## src/rtl/rr_step_sequencer.sv

```systemverilog
// rr_step_sequencer: control-step generator for register-register ALU
// instructions. It fetches through PC/MAR/MDR, loads IR and decodes the
// ra/rb/rc fields into one-hot register selects. It also drives the ALU
// opcode and the Z/HI/LO strobes.
// Optional feature macro: RR_SEQ_MULDIV_EN adds a two-step LO/HI writeback
// for the multiply and divide opcodes. Without it those opcodes trap as illegal.
module rr_step_sequencer #(
  parameter int               DATA_W  = 32,
  parameter int               OPC_W   = 5,
  parameter int               REG_W   = 4,
  parameter int               NREG    = 16,
  parameter int               R0_ZERO = 1,
  parameter logic [OPC_W-1:0] MUL_OPC = 5'b01111,
  parameter logic [OPC_W-1:0] DIV_OPC = 5'b10000
) (
  input  logic              clk,
  input  logic              clr,
  input  logic              start,
  input  logic              mem_rdy,
  input  logic [DATA_W-1:0] ir,
  output logic              PCout,
  output logic              incPC,
  output logic              PCin,
  output logic              MARin,
  output logic              Read,
  output logic              MDRin,
  output logic              MDRout,
  output logic              IRin,
  output logic              Yin,
  output logic              Zin,
  output logic              ZLowOut,
  output logic              ZHighOut,
  output logic              HIin,
  output logic              LOin,
  output logic [NREG-1:0]   Rin,
  output logic [NREG-1:0]   Rout,
  output logic [OPC_W-1:0]  opcode,
  output logic              busy,
  output logic              done,
  output logic              err
);

  localparam int LOW_W = DATA_W - OPC_W - 3 * REG_W;

  typedef enum logic [3:0] {
    S_IDLE, S_T0, S_T1, S_T2, S_T3, S_T4, S_T5, S_ILL
`ifdef RR_SEQ_MULDIV_EN
    , S_T5_MD, S_T6
`endif
  } state_e;

  state_e state_q, state_d;
  logic   pc_first_q, pc_first_d;

  // IR fields: the opcode sits at the top, followed by ra, rb and rc.
  logic [OPC_W-1:0] ir_opc;
  logic [REG_W-1:0] ra, rb, rc;
  logic             unused_ir_low;

  assign ir_opc        = ir[DATA_W-1 -: OPC_W];
  assign ra            = ir[DATA_W-OPC_W-1 -: REG_W];
  assign rb            = ir[DATA_W-OPC_W-REG_W-1 -: REG_W];
  assign rc            = ir[DATA_W-OPC_W-2*REG_W-1 -: REG_W];
  assign unused_ir_low = ^ir[LOW_W-1:0];

  // A field value at or above NREG selects no register at all.
  function automatic logic [NREG-1:0] sel_onehot(input logic [REG_W-1:0] f);
    logic [NREG-1:0] v;
    v = '0;
    for (int i = 0; i < NREG; i++) begin
      if (f == REG_W'(i)) v[i] = 1'b1;
    end
    return v;
  endfunction

  logic opc_is_md;
  logic opc_illegal;
  assign opc_is_md = (ir_opc == MUL_OPC) || (ir_opc == DIV_OPC);
`ifdef RR_SEQ_MULDIV_EN
  assign opc_illegal = (ir_opc > DIV_OPC);
`else
  assign opc_illegal = (ir_opc > DIV_OPC) || opc_is_md;
`endif

  // State register with synchronous clear.
  always_ff @(posedge clk) begin
    // NOTE: sequential state uses non-blocking assignments, so every flop samples pre-edge values.
    if (clr) begin
      state_q    <= S_IDLE;
      pc_first_q <= 1'b0;
    end else begin
      state_q    <= state_d;
      pc_first_q <= pc_first_d;
    end
  end

  // Next-state logic. PCin is marked for only the first T1 cycle.
  always_comb begin
    state_d    = state_q;
    pc_first_d = (state_q == S_T0);
    case (state_q)
      S_IDLE:  if (start) state_d = S_T0;
      S_T0:    state_d = S_T1;
      S_T1:    if (mem_rdy) state_d = S_T2;
      S_T2:    state_d = S_T3;
      S_T3:    state_d = opc_illegal ? S_ILL : S_T4;
`ifdef RR_SEQ_MULDIV_EN
      S_T4:    state_d = opc_is_md ? S_T5_MD : S_T5;
      S_T5_MD: state_d = S_T6;
      S_T6:    state_d = S_IDLE;
`else
      S_T4:    state_d = S_T5;
`endif
      S_T5:    state_d = S_IDLE;
      S_ILL:   state_d = S_IDLE;
      default: state_d = S_IDLE;
    endcase
  end

  // Moore output decode. Every strobe follows the current state.
  always_comb begin
    // NOTE: every output gets a default before the case, so no latch is inferred.
    PCout    = 1'b0;
    incPC    = 1'b0;
    PCin     = 1'b0;
    MARin    = 1'b0;
    Read     = 1'b0;
    MDRin    = 1'b0;
    MDRout   = 1'b0;
    IRin     = 1'b0;
    Yin      = 1'b0;
    Zin      = 1'b0;
    ZLowOut  = 1'b0;
    ZHighOut = 1'b0;
    HIin     = 1'b0;
    LOin     = 1'b0;
    Rin      = '0;
    Rout     = '0;
    opcode   = '0;
    busy     = (state_q != S_IDLE);
    done     = 1'b0;
    err      = 1'b0;
    case (state_q)
      S_T0: begin
        PCout = 1'b1;
        MARin = 1'b1;
        incPC = 1'b1;
        Zin   = 1'b1;
      end
      S_T1: begin
        ZLowOut = 1'b1;
        PCin    = pc_first_q;
        Read    = 1'b1;
        MDRin   = 1'b1;
      end
      S_T2: begin
        MDRout = 1'b1;
        IRin   = 1'b1;
      end
      S_T3: begin
        Rout = sel_onehot(rb);
        Yin  = 1'b1;
      end
      S_T4: begin
        Rout   = sel_onehot(rc);
        opcode = ir_opc;
        Zin    = 1'b1;
      end
      S_T5: begin
        ZLowOut = 1'b1;
        Rin     = sel_onehot(ra);
        // R0 is hard-wired to zero, so a load of R0 is dropped.
        if (R0_ZERO != 0) Rin[0] = 1'b0;
        done    = 1'b1;
      end
`ifdef RR_SEQ_MULDIV_EN
      S_T5_MD: begin
        ZLowOut = 1'b1;
        LOin    = 1'b1;
      end
      S_T6: begin
        ZHighOut = 1'b1;
        HIin     = 1'b1;
        done     = 1'b1;
      end
`endif
      S_ILL:   err = 1'b1;
      default: ;
    endcase
  end

endmodule
```

## config.mk

```make
export PLATFORM = sky130hd
export DESIGN_NAME = rr_step_sequencer
export DESIGN_NICKNAME = d
export VERILOG_FILES = /design/src/rtl/rr_step_sequencer.sv
export SDC_FILE = /design/constraint.sdc
export NUM_CORES = 1
export LEC_CHECK = 0
export CAP_MARGIN = 15
export CORE_MARGIN = 10
export CORE_UTILIZATION = 23
export CTS_BUF_LIST = sky130_fd_sc_hd__clkbuf_8 sky130_fd_sc_hd__clkbuf_16
export CTS_CLUSTER_SIZE = 16
export DETAILED_ROUTE_END_ITERATION = 8
export GPL_TIMING_DRIVEN = 0
export PLACE_DENSITY = 0.77
export SYNTH_ARGS = -nofsm -noshare
export SYNTH_HDL_FRONTEND = slang
export SYNTH_SLANG_ARGS = --single-unit
```

## constraint.sdc

```tcl
create_clock -name clk -period 1.45 [get_ports clk]
set_input_delay 0.3625 -clock clk [delete_from_list [all_inputs] [get_ports clk]]
set_output_delay 0.3625 -clock clk [all_outputs]
set_load 0.01 [all_outputs]
```

==> summary.txt <==
Outcome
  • Status: finished with violations
  • Failing checks: negative setup slack

Timing
  • Final Hold Vio Count: 0
  • Final period utilization: 132%
  • RSZ-0062 raised after global routing: true
  • Min Tclk post-route: roughly 1.9 ns
  • Final clock skew: between 0.003 and 0.004 ns
  • Count of final setup violators: 48
  • Final setup margin: -0.458 ns
  • Setup TNS: -12.83 ns
  • Max Fclk: approximately 520 MHz
  • Final slew viol count: 0

Clock tree
  • CTS tree: yes
  • CTS clk-pin slew, worst paths: approximately 0.030 ns
  • Clock root cell: clkbuf_8
  • Number of CTS-inserted buffers: 3
  • Htree depth: 1
  • Clk_lat worst skew: 0.23 ns
  • Worst-case clock buffer depth: 2
  • Clock sinks: 4
  • CTS Hold Bufs: 0

Global route
  • GRT Overall Usage: ~14%
  • Initial antenna violation count: 0
  • Total congestion overflow: 0
  • Largest net degree at the start of global routing: 9
  • First-pass GRT wire length: between 6 and 7 mm
  • Number of global-route vias before repair: roughly 1.3k

Synthesis
  • Sequential area share after synthesis: between 10% and 20%
  • Average size of a mapped cell: roughly 6.5 um^2
  • Post-Syn Area: a little over 700 um^2
  • Largest area contributor in the netlist: o22ai_1
  • Synthesis Warnings: 0
  • Synth cell types: 32
  • Synth area leaders: o22ai_1 13%, dfxtp_1 11%, buf_4 8.5%
  • #FFs+latches synth: 4
  • Yosys top cell area share: around an eighth
  • Synth Instances: around 110

Placement
  • Hpwl dp: 2.94 mm
  • Port buffer count: 70
  • GPL Wtd Cong: 0.748
  • Area of placed instances: roughly 1600 um^2
  • Post-Place Setup Slack: -1.17 ns

Setup path
  • Reg2Reg Depth: 6
  • CP max FO: 8
  • WP data required: approximately 1.1 ns
  • Kind of critical path: register to output pin
  • Worst Setup Start Kind: register
  • Reg-to-reg setup timing slack: 0.22 ns
  • Worst EP arrival: about 1.6 ns
  • CP endpoint kind: output pin

Detailed routing
  • First-pass iteration count of the detailed router: 4
  • Residual DRC: 0
  • Per-cell routed wire length: between 15 and 20 um
  • Antenna Violating Nets Remaining: 0
  • Post-DR vias/cell: slightly below 5
  • Total wire length: approximately 4.4 mm
  • DRT iter0 DRCs: 25
  • Via count: around 1.2k

Finish
  • ANT cells: 0
  • Seq. cell area: ~84 um^2
  • Final Cell Area: about 2100 um^2
  • Share of post-route cells with drive strength above 1: 74.7%
  • Fillers: approximately 230
  • Area growth syn-to-layout: 193%
  • Final #Nets: 259
  • Most common cell after layout, fill and taps aside: buf_6
  • Multi-input logic area: approximately 850 um^2
  • Commonest cells after routing, fill and taps aside: 48 x buf_6, 29 x buf_2, 24 x buf_4

Pwr
  • Leak: 0.971 nW
  • Switching share of power: between 30% and 40%
  • Worst VDD drop: between 0.2 and 0.3 mV
  • Part of the power in registers: between 15 and 20%
  • Cell internal pwr: approximately 0.54 mW
  • Share of power burned in the clock network: a little under a third
  • Comb power frac: between 50 and 60%
  • Sw Pwr: roughly 0.26 mW
  • PD cells: roughly 390 nW/um^2
  • Total power draw: 0.798 mW

Job
  • Max_cap viols: 0

Floorplanning
  • Die Area: 5680 um^2
  • Row count: 20
  • Core Box Area: between 3000 and 4000 um^2
  • Die boundary height: 75.3 um
  • Top-level port count: 90
  • Initial Util: between 20% and 30%
  • Die Wd: ~75 um

Min path
  • Worst Hold Class: register to register
  • Hold depth: 2
through the flow:
step                      instances  util [%]  hold WS, ns
final                           254      68.8        0.589
after global placement          214      52.1        0.581
after floorplan                 111         -        0.424
after global routing            254      68.8        0.634
after detailed placement        214      52.1        0.589
after CTS                       249      62.5        0.586
kinds of logic after synthesis:
logic type	after synthesis	share of synthesized area (%)
and+or+nand+nor	70	57.9
AOI/OAI and AO/OA	19	16.7
buffers and inverters	14	13.5
DFF	4	11.4
other	1	0.532
worst max-delay path, cell delays in order, from the launching register on:
cell,delay (ns)
dfxtp_2,0.32
buf_6,0.13
nor3b_4,0.20
buf_4,0.14
nand3b_1,0.12
buf_6,0.16
o22ai_4,0.10
buf_6,0.13
cells in the mapped netlist (all sizes together):
cell type / number
a2111oi: 1
a21oi: 2
and2: 6
and2b: 1
and3: 1
and3b: 2
and4b: 1
buf: 12
clkbuf: 1
conb: 1
dfxtp: 4
inv: 1
nand2: 8
nand2b: 7
nand3: 5
nand3b: 7
nand4: 1
nor2: 14
nor2b: 4
nor3: 6
nor3b: 2
o21ai: 1
o22ai: 15
or2: 2
or2b: 1
or3: 1
or4: 1
sequential cells by signal (all words and copies together), names as in the netlist:
name and count:
pc_first_q 1, state_q 3
power groups by stage:
stage	registers, mW	logic (mW)	clock network, mW
global placement	0.128	0.288	0
global route	0.131	0.449	0.251
floorplan	0.127	0.142	0
detailed placement	0.129	0.295	0
CTS	0.128	0.380	0.247
finish	0.129	0.423	0.246
worst paths after layout:
check,from,end
setup / recovery,state_q[0],Rout[11]
hold reg to reg,state_q[0],state_q[0]
setup reg to reg,state_q[0],state_q[1]
hold / removal,state_q[0],state_q[0]
final cells by class:
cell class                 count  area share, %
timing repair buffer         111           46.2
multi-input combinational     93           41.3
buffer                         9           4.18
sequential                     4           4.06
clock buffer                   3           2.00
tap                           33           2.00
inverter                       1          0.182
repair_timing:
item                                    CTS  global route
resized for setup                       289            42
gates cloned                              0             0
endpoints found under the setup margin   50            50
setup buffers                            35             8
pin swaps                                26            11
routing by layer:
| metal | share of wire, % | vias to the layer above | global-route usage, % |
|---|---|---|---|
| met4 | 2.3 | 0 | 4.95 |
| met2 | 54 | 53 | 27.5 |
| li1 | - | 605 | - |
| met5 | 0 | - | 0 |
| met3 | 9.0 | 7 | 5.34 |
| met1 | 34 | 574 | 12.3 |
Note: power is estimated with default switching activity, not from simulation.
